===== config.mk =====
export PLATFORM = sky130hd
export DESIGN_NAME = lsu_dmem
export DESIGN_NICKNAME = d
export VERILOG_FILES = /design/src/rtl/lsu_pkg.sv /design/src/rtl/lsu_align.sv /design/src/rtl/lsu_dmem.sv
export SDC_FILE = /design/constraint.sdc
export NUM_CORES = 1
export LEC_CHECK = 0
export CORE_AREA = 2 2 159 99
export CTS_CLUSTER_DIAMETER = 100
export DETAILED_ROUTE_END_ITERATION = 8
export DIE_AREA = 0 0 161 101
export GPL_TIMING_DRIVEN = 0
export PLACE_DENSITY = 0.56
export SYNTH_ARGS = -nofsm -noshare
export SYNTH_HDL_FRONTEND = slang
export SYNTH_SLANG_ARGS = --single-unit

===== constraint.sdc =====
create_clock -name clock_i -period 4.2 [get_ports clock_i]
set_clock_uncertainty 0.2 [all_clocks]
set_input_delay 0.84 -clock clock_i [delete_from_list [all_inputs] [get_ports clock_i]]
set_output_delay 0.84 -clock clock_i [all_outputs]
set_load 0.01 [all_outputs]

===== src/rtl/lsu_pkg.sv =====
// Shared types and constants for the load/store unit: FSM states and the
// RV32I funct3 encodings for the supported access sizes.
package lsu_pkg;

  localparam int XLEN = 32;

  typedef enum logic [1:0] {
    IDLE  = 2'd0,
    BUS   = 2'd1,
    RESP  = 2'd2,
    FAULT = 2'd3
  } state_e;

  localparam logic [2:0] F3_B  = 3'b000;
  localparam logic [2:0] F3_H  = 3'b001;
  localparam logic [2:0] F3_W  = 3'b010;
  localparam logic [2:0] F3_BU = 3'b100;
  localparam logic [2:0] F3_HU = 3'b101;

endpackage


===== src/rtl/lsu_align.sv =====
// Byte-lane steering for the load/store unit: store byte enables, lane
// replication and legality on one side, load lane select and extension on the other.
module lsu_align
  import lsu_pkg::*;
(
  input  logic             st_we_i,
  input  logic [2:0]       st_funct3_i,
  input  logic [1:0]       st_lo_i,
  input  logic [XLEN-1:0]  st_wdata_i,
  output logic [3:0]       st_be_o,
  output logic [XLEN-1:0]  st_wdata_o,
  output logic             st_legal_o,
  input  logic [2:0]       ld_funct3_i,
  input  logic [1:0]       ld_lo_i,
  input  logic [XLEN-1:0]  ld_rdata_i,
  output logic [XLEN-1:0]  ld_data_o
);

  logic [XLEN-1:0] lane;

  always_comb begin
    st_be_o    = 4'b1111;
    st_wdata_o = st_wdata_i;
    st_legal_o = 1'b0;
    case (st_funct3_i)
      F3_B: begin
        st_legal_o = 1'b1;
        if (st_we_i) begin
          st_be_o    = 4'b0001 << st_lo_i;
          st_wdata_o = {4{st_wdata_i[7:0]}};
        end
      end
      F3_H: begin
        st_legal_o = ~st_lo_i[0];
        if (st_we_i) begin
          st_be_o    = st_lo_i[1] ? 4'b1100 : 4'b0011;
          st_wdata_o = {2{st_wdata_i[15:0]}};
        end
      end
      F3_W:    st_legal_o = (st_lo_i == 2'b00);
      F3_BU:   st_legal_o = ~st_we_i;
      F3_HU:   st_legal_o = ~st_we_i & ~st_lo_i[0];
      default: st_legal_o = 1'b0;
    endcase
  end

  // Shift the addressed lane down to bit 0, then extend by access type.
  always_comb begin
    lane      = ld_rdata_i >> {ld_lo_i, 3'b000};
    ld_data_o = ld_rdata_i;
    case (ld_funct3_i)
      F3_B:    ld_data_o = {{24{lane[7]}}, lane[7:0]};
      F3_H:    ld_data_o = {{16{lane[15]}}, lane[15:0]};
      F3_BU:   ld_data_o = {24'd0, lane[7:0]};
      F3_HU:   ld_data_o = {16'd0, lane[15:0]};
      default: ld_data_o = ld_rdata_i;
    endcase
  end

endmodule


===== src/rtl/lsu_dmem.sv =====
// Multi-cycle load/store unit: checks legality, drives the word RAM over
// mem_req/mem_ack, stalls the PC while busy and returns extended load data.
module lsu_dmem
  import lsu_pkg::*;
#(
  parameter int n    = 32,
  parameter int alen = 6,
  parameter int tmo  = 15
) (
  input  logic            clock_i,
  input  logic            reset_i,
  input  logic            req_i,
  input  logic            we_i,
  input  logic [2:0]      funct3_i,
  input  logic [n-1:0]    addr_i,
  input  logic [n-1:0]    wdata_i,
  output logic [n-1:0]    rdata_o,
  output logic            done_o,
  output logic            fault_o,
  output logic            stall_o,
  output logic            mem_req_o,
  output logic            mem_we_o,
  output logic [3:0]      mem_be_o,
  output logic [alen-1:0] mem_addr_o,
  output logic [n-1:0]    mem_wdata_o,
  input  logic [n-1:0]    mem_rdata_i,
  input  logic            mem_ack_i,
  output logic [1:0]      state_o
);

  localparam int CW = $clog2(tmo + 1);

  state_e          state_q;
  logic [CW-1:0]   cnt_q, cnt_d;
  logic            we_q;
  logic [2:0]      f3_q;
  logic [1:0]      lo_q;
  logic [alen-1:0] mem_addr_q;
  logic [3:0]      mem_be_q;
  logic [n-1:0]    mem_wdata_q, rdata_q;
  logic            mem_req_q, done_q, fault_q;

  logic [3:0]      st_be;
  logic [n-1:0]    st_wdata, ld_data;
  logic            st_legal;
  logic            unused_addr;

  assign unused_addr = ^addr_i[n-1:alen+2];
  assign cnt_d       = cnt_q + CW'(1);

  lsu_align u_align (
    .st_we_i     (we_i),
    .st_funct3_i (funct3_i),
    .st_lo_i     (addr_i[1:0]),
    .st_wdata_i  (wdata_i),
    .st_be_o     (st_be),
    .st_wdata_o  (st_wdata),
    .st_legal_o  (st_legal),
    .ld_funct3_i (f3_q),
    .ld_lo_i     (lo_q),
    .ld_rdata_i  (mem_rdata_i),
    .ld_data_o   (ld_data)
  );

  // Handshake: mem_req rises on BUS entry and stays high with stable
  // we/be/addr/wdata until the edge on which mem_ack is sampled high
  // (or the wait budget runs out); mem_rdata is only used on that edge.
  always_ff @(posedge clock_i or negedge reset_i) begin
    if (!reset_i) begin
      state_q     <= IDLE;
      cnt_q       <= '0;
      we_q        <= 1'b0;
      f3_q        <= 3'd0;
      lo_q        <= 2'd0;
      mem_addr_q  <= '0;
      mem_be_q    <= 4'd0;
      mem_wdata_q <= '0;
      rdata_q     <= '0;
      mem_req_q   <= 1'b0;
      done_q      <= 1'b0;
      fault_q     <= 1'b0;
    end else begin
      done_q  <= 1'b0;
      fault_q <= 1'b0;
      case (state_q)
        IDLE: begin
          if (req_i) begin
            if (!st_legal) begin
              state_q <= FAULT;
              done_q  <= 1'b1;
              fault_q <= 1'b1;
            end else begin
              state_q     <= BUS;
              we_q        <= we_i;
              f3_q        <= funct3_i;
              lo_q        <= addr_i[1:0];
              mem_addr_q  <= addr_i[alen+1:2];
              mem_be_q    <= st_be;
              mem_wdata_q <= st_wdata;
              mem_req_q   <= 1'b1;
              cnt_q       <= '0;
            end
          end
        end
        BUS: begin
          if (mem_ack_i) begin
            state_q   <= RESP;
            mem_req_q <= 1'b0;
            done_q    <= 1'b1;
            if (!we_q) rdata_q <= ld_data;
          end else if (cnt_d == CW'(tmo)) begin
            state_q   <= FAULT;
            mem_req_q <= 1'b0;
            done_q    <= 1'b1;
            fault_q   <= 1'b1;
            cnt_q     <= cnt_d;
          end else begin
            cnt_q <= cnt_d;
          end
        end
        RESP:    state_q <= IDLE;
        FAULT:   state_q <= IDLE;
        default: state_q <= IDLE;
      endcase
    end
  end

  assign stall_o     = reset_i & (((state_q == IDLE) & req_i) | (state_q == BUS));
  assign rdata_o     = rdata_q;
  assign done_o      = done_q;
  assign fault_o     = fault_q;
  assign mem_req_o   = mem_req_q;
  assign mem_we_o    = we_q;
  assign mem_be_o    = mem_be_q;
  assign mem_addr_o  = mem_addr_q;
  assign mem_wdata_o = mem_wdata_q;
  assign state_o     = state_q;

endmodule


==> Word-level counts from Yosys, hierarchy flattened <==
Cells that the tools add are included.
{ "op_classes": {"n_reduce_logical": 11, "shift": 2, "add_sub_neg": 1, "muxes": 30, "n_eq_ne": 15, "n_bitwise": 7} }
{ "ops": {"columns": ["operator", "count"], "rows": [
  ["case mux 32 bit (4 select lines)", 1],
  ["2-to-1 mux 32 bit", 2],
  ["case mux 32 bit (2 select lines)", 1],
  ["right shift 32 x 5 -> 16 bit", 1],
  ["2-to-1 mux 4 bit", 6],
  ["case mux 4 bit (2 select lines)", 2],
  ["== test 3 bit (second input constant)", 4],
  ["2-to-1 mux 1 bit", 9],
  ["2-to-1 mux 2 bit", 4],
  ["AND reduction 4 bit", 2],
  ["== test 3 x 1 -> 1 bit (second input constant)", 2],
  ["logical NOT 3 bit", 2],
  ["!= test 2 bit (second input constant)", 3],
  ["case mux 1 bit (2 select lines)", 3],
  ["case mux 2 bit (3 select lines)", 1],
  ["AND reduction 3 bit", 2],
  ["case mux 1 bit (5 select lines)", 1],
  ["adder 4 x 1 -> 4 bit (second input constant)", 1],
  ["== test 2 bit (second input constant)", 2],
  ["== test 4 bit (second input constant)", 1],
  ["logical NOT 2 bit", 2],
  ["<< shifter 1 x 2 -> 4 bit (first input constant)", 1],
  ["bitwise AND 1 bit", 3],
  ["== test 3 x 2 -> 1 bit (second input constant)", 1],
  ["7 further kinds", 9]
]} }
{ "word_totals": {"elab_cells": 78, "register_bits": 89} }

==> Longest topological paths before layout <==
{ "logic_depth": {"depth_word": 6, "depth_mapped": 6, "depth_no_buf": 6} }

==> Cells and area by module <==
Synthesis repeated with hierarchy kept, for this count alone.
{ "hier_totals": {"cells_unflattened": 405, "area_unflattened_um2": 4649.5} }
{ "modules_own_cells": {"columns": ["mod", "cells_per_inst", "area_each_um2", "n_inst", "seq_area_each_um2"], "rows": [
  ["lsu_dmem", 220, 3480.8, 1, 2227.1],
  ["lsu_align", 185, 1168.6, 1, 0.0]
]} }

==> Least setup slack after synthesis <==
No wires, ideal clock.
{ "synth_path": {"kind": "in2reg", "start": "input port funct3_i[0]", "end": "register mem_be_q[3], in the netlist mem_be_o[3]", "slack_ps": 1876, "required_ps": 3882, "arrival_time_ps": 2006, "stages": 5, "n_path_buf": 2, "cell_sequence": "or4_4 -> a21o_1 -> buf_2 -> buf_6 -> a21o_1"} }
{ "synth_via": {"elab_chain_len": 3} }
{ "synth_rtl": {"columns": ["element", "line", "text"], "rows": [
  ["start, declared", "lsu_dmem.sv:14", "input logic [2:0] funct3_i,"],
  ["== test 3 bit, or another cell as far along", "lsu_align.sv:25", "case (st_funct3_i)"],
  ["case mux 1 bit (5 select lines)", "lsu_align.sv:25", null],
  ["AND reduction 3 bit (no source line)", null, null],
  ["end signal, assigned", "lsu_dmem.sv:98", "mem_be_q <= st_be;"],
  ["end, declared", "lsu_dmem.sv:39", "logic [3:0] mem_be_q;"]
]} }
Parallel ways exist; a longest one is shown, timed or not.
A chain may end at the register's enable or synchronous reset.

==> Worst setup path in the final report <==
{ "layout_path": {"start": "input port req_i", "end": "output port stall_o"} }
{ "layout_via": {"elab_chain_len": 3} }
{ "layout_rtl": {"columns": ["element", "line", "text"], "rows": [
  ["start, declared", "lsu_dmem.sv:12", "input logic req_i,"],
  ["bitwise AND 1 bit", "lsu_dmem.sv:128", "assign stall_o = reset_i & (((state_q == IDLE) & req_i) | (state_q == BUS));"],
  ["OR 1 bit", "lsu_dmem.sv:128", null],
  ["bitwise AND 1 bit", "lsu_dmem.sv:128", null],
  ["end, declared", "lsu_dmem.sv:20", "output logic stall_o,"]
]} }
Every way passes these cells.

==> flow_summary.json <==
{
  "status": "complete, no violations",
  "root_buffer": "clkbuf_16",
  "cts_hold_buf": 0,
  "drc": 0,
  "port_buffers": 159,
  "crit_top_cell": "clkdlybuf4s50_1",
  "synthFlopType": "dfrtp_1",
  "power.density_nw_per_um2": 680,
  "drv_slew": 0,
  "synth_top_area_frac": 0.514,
  "max_slew_margin": 0.421,
  "fillCellCount": 1490,
  "core_sq_um": 14900,
  "grt_pass1_vias": 4132,
  "finalSetupTns_ns": 0,
  "layout.cells.non_filler": 858,
  "final_hold_viol_count": 0,
  "syn_nets": 585,
  "worstPathArrival_ns": 2.19,
  "hold_path_class": "primary input to asynchronous set/reset pin",
  "pwr-share-clk": 0.186,
  "slowest_delay_ns": 0.57,
  "postPlaceCellArea_sq_um": 6210,
  "seqCellArea_sq_um": 2230,
  "yosysWarnings": 0,
  "vias": 4162,
  "synth.most_common_cell": "nand2_1",
  "comb_power_share": 0.469,
  "cp-endpoint": "stall_o",
  "end_kind": "output pin",
  "overflow": 0,
  "post-place-cells": 842,
  "drt_wl_total_microns": 14800,
  "critPathLaunch": "req_i",
  "die_area_sq_um": 16300,
  "criticalPathCategory": "primary input to output pin",
  "p_int_mw": 2.78,
  "gr-usage-all-layers": 0.184,
  "place_congestion": 0.831,
  "cts_setup_buffers": 0,
  "yosysTopAreaCell": "dfrtp_1",
  "power_mw": 4.43,
  "rows": 35,
  "crit_path_max_fanout": 4,
  "antenna_found_initial": 0,
  "rsz0062_at_grt": "false",
  "drtIter0Drc": 265,
  "fmax_ghz": 0.310,
  "worst_pin_slew_ns": 0.861,
  "syn_inst": 479,
  "seq_power_share": 0.345,
  "ys_async_sr_fraction": 1.00,
  "grt_pass1_wl_microns": 23100,
  "die_y_microns": 101,
  "syn_avg_cell_area_sq_um": 9.05,
  "fin_crit_sh": 0.769,
  "ys_types": 41,
  "startpoint_type": "primary input",
  "fin_area_sq_um": 6510,
  "p_switching_mw": 1.65,
  "cp_cell_sequence": "clkdlybuf4s50_1 -> nor2_1 -> nor3b_1 -> clkdlybuf4s50_1",
  "numCtsBuffers": 9,
  "die_x_microns": 161,
  "holdWs_ns": 0.220,
  "area_growth_syn_to_layout_pct": 50.1,
  "clock-sinks": 89,
  "start_util": 0.291,
  "synth_edf_count": 0,
  "cp.required_ns": 3.16,
  "ir_drop_mv": 0.322,
  "synth_area_leaders": "dfrtp_1 51%, nand2_1 11%, mux2i_1 8.3%, nand3_1 3.7%, o21ai_0 3.2%",
  "cp_slowest_cell": "clkdlybuf4s50_1",
  "clk_latency_ns": 0.33,
  "cts_tree": "yes",
  "htree_levels": 3,
  "clkTransAtPathRegs_ns": 0.06,
  "min_period_ns": 3.23,
  "dpl.hpwl_microns": 11400,
  "synthesis.area_sq_um": 4340,
  "fin_nets": 756,
  "antennaDiodeCount": 0,
  "swShare": 0.372,
  "p_leak_nw": 2.79,
  "dr.pass1.iters": 5,
  "synth_seq_area_share": 0.514,
  "grt_start_max_net_pins": 65,
  "worstRegToRegCells": 6,
  "cts_resized": 0,
  "multi_input_area_sq_um": 1950,
  "setup_viol": 0,
  "maxCapViolCount": 0,
  "r2r_end": "rdata_o[31]",
  "drive_gt1_frac": 0.0611,
  "avgRoutedWirePerCell_microns": 17.2,
  "synth-seq-cells": 89,
  "ioPinCount": 185,
  "vias_per_cell": 4.85,
  "drtAntennaViolNets": 0,
  "clock_path_buffers": 2,
  "r2r-start": "lo_q[1]",
  "yosys-top-cells-count": "130 x nand2_1, 89 x dfrtp_1, 36 x mux2i_1",
  "r2r_slack_ns": 1.70
}
## area by class of cell
cell class / instances / share of cell area
flip-flops and latches: 89 / 0.342
multi-input cells: 353 / 0.299
repair buffers: 160 / 0.248
well taps: 203 / 0.0390
clock buffers: 9 / 0.0346
plain buffers: 30 / 0.0211
clock inverters: 7 / 0.0119
inverters: 7 / 0.00404
## power groups by stage
| stage | registers [mW] | logic [mW] | clock network [mW] |
|---|---|---|---|
| floorplan | 1.66 | 0.804 | 0 |
| CTS | 1.53 | 2.09 | 0.849 |
| global route | 1.59 | 2.27 | 0.884 |
| finish | 1.53 | 2.08 | 0.825 |
| global placement | 1.52 | 2.06 | 0 |
| detailed placement | 1.54 | 2.09 | 0 |
## logic make-up (layout without fill, tap and decap cells)
kind of cell / after synthesis / in the layout / synth area share
simple gates: 209 / 209 / 0.211
compound gates: 104 / 104 / 0.144
flops: 89 / 89 / 0.514
mux: 37 / 37 / 0.0857
buf+inv: 37 / 213 / 0.0378
fa+ha+maj: 2 / 2 / 0.00577
xor+xnor: 1 / 1 / 0.00202
## per-stage QoR
step,setup WS (ns),util
after floorplan,1.88,-
after global placement,-2.12,0.415
after detailed placement,0.993,0.417
after CTS,0.978,0.437
after global routing,0.826,0.437
final,0.971,0.437
## layout by cell type (no fill, tap or decap), types with 9 or more instances in the layout
cell	count
mux2i_1	36
nand3_1	32
dfrtp_1	89
nand2b_1	10
clkbuf_16	9
a21oi_1	21
o21ai_0	28
nand2_1	130
clkbuf_1	12
buf_2	14
clkdlybuf4s50_1	158
nor2_1	17
o21ai_1	24
## worst min-delay path by stage
stage	from	end
3_5_place_dp	mem_addr_o[4]	mem_addr_o[4]
4_1_cts	reset_i	rdata_o[4]
6_report	reset_i	rdata_o[4]
5_1_grt	reset_i	rdata_o[4]
3_3_place_gp	mem_addr_o[1]	mem_addr_o[1]
2_1_floorplan	f3_q[2]	f3_q[2]
## routing by layer
layer  vias to the layer above  global-route usage  wire length, microns
li1                       1995                   -                     -
met1                      2008               0.286                  7580
met2                       145               0.253                  6040
met3                        14              0.0432                  1030
met4                         0              0.0419                   147
met5                         -                   0                     0
## sequential cells by signal (all words and copies together) (netlist names)
register	count
state_o	2
f3_q	3
mem_req_o	1
fault_o	1
mem_wdata_o	32
rdata_o	32
mem_we_o	1
lo_q	2
cnt_q	4
mem_addr_o	6
done_o	1
mem_be_o	4
## critical path: cells and delay by family
kind	cells	cell delay, ns
and+or+nand+nor	2	0.24
buffers and inverters	2	1.11
Power figures use the tool's default switching activity.
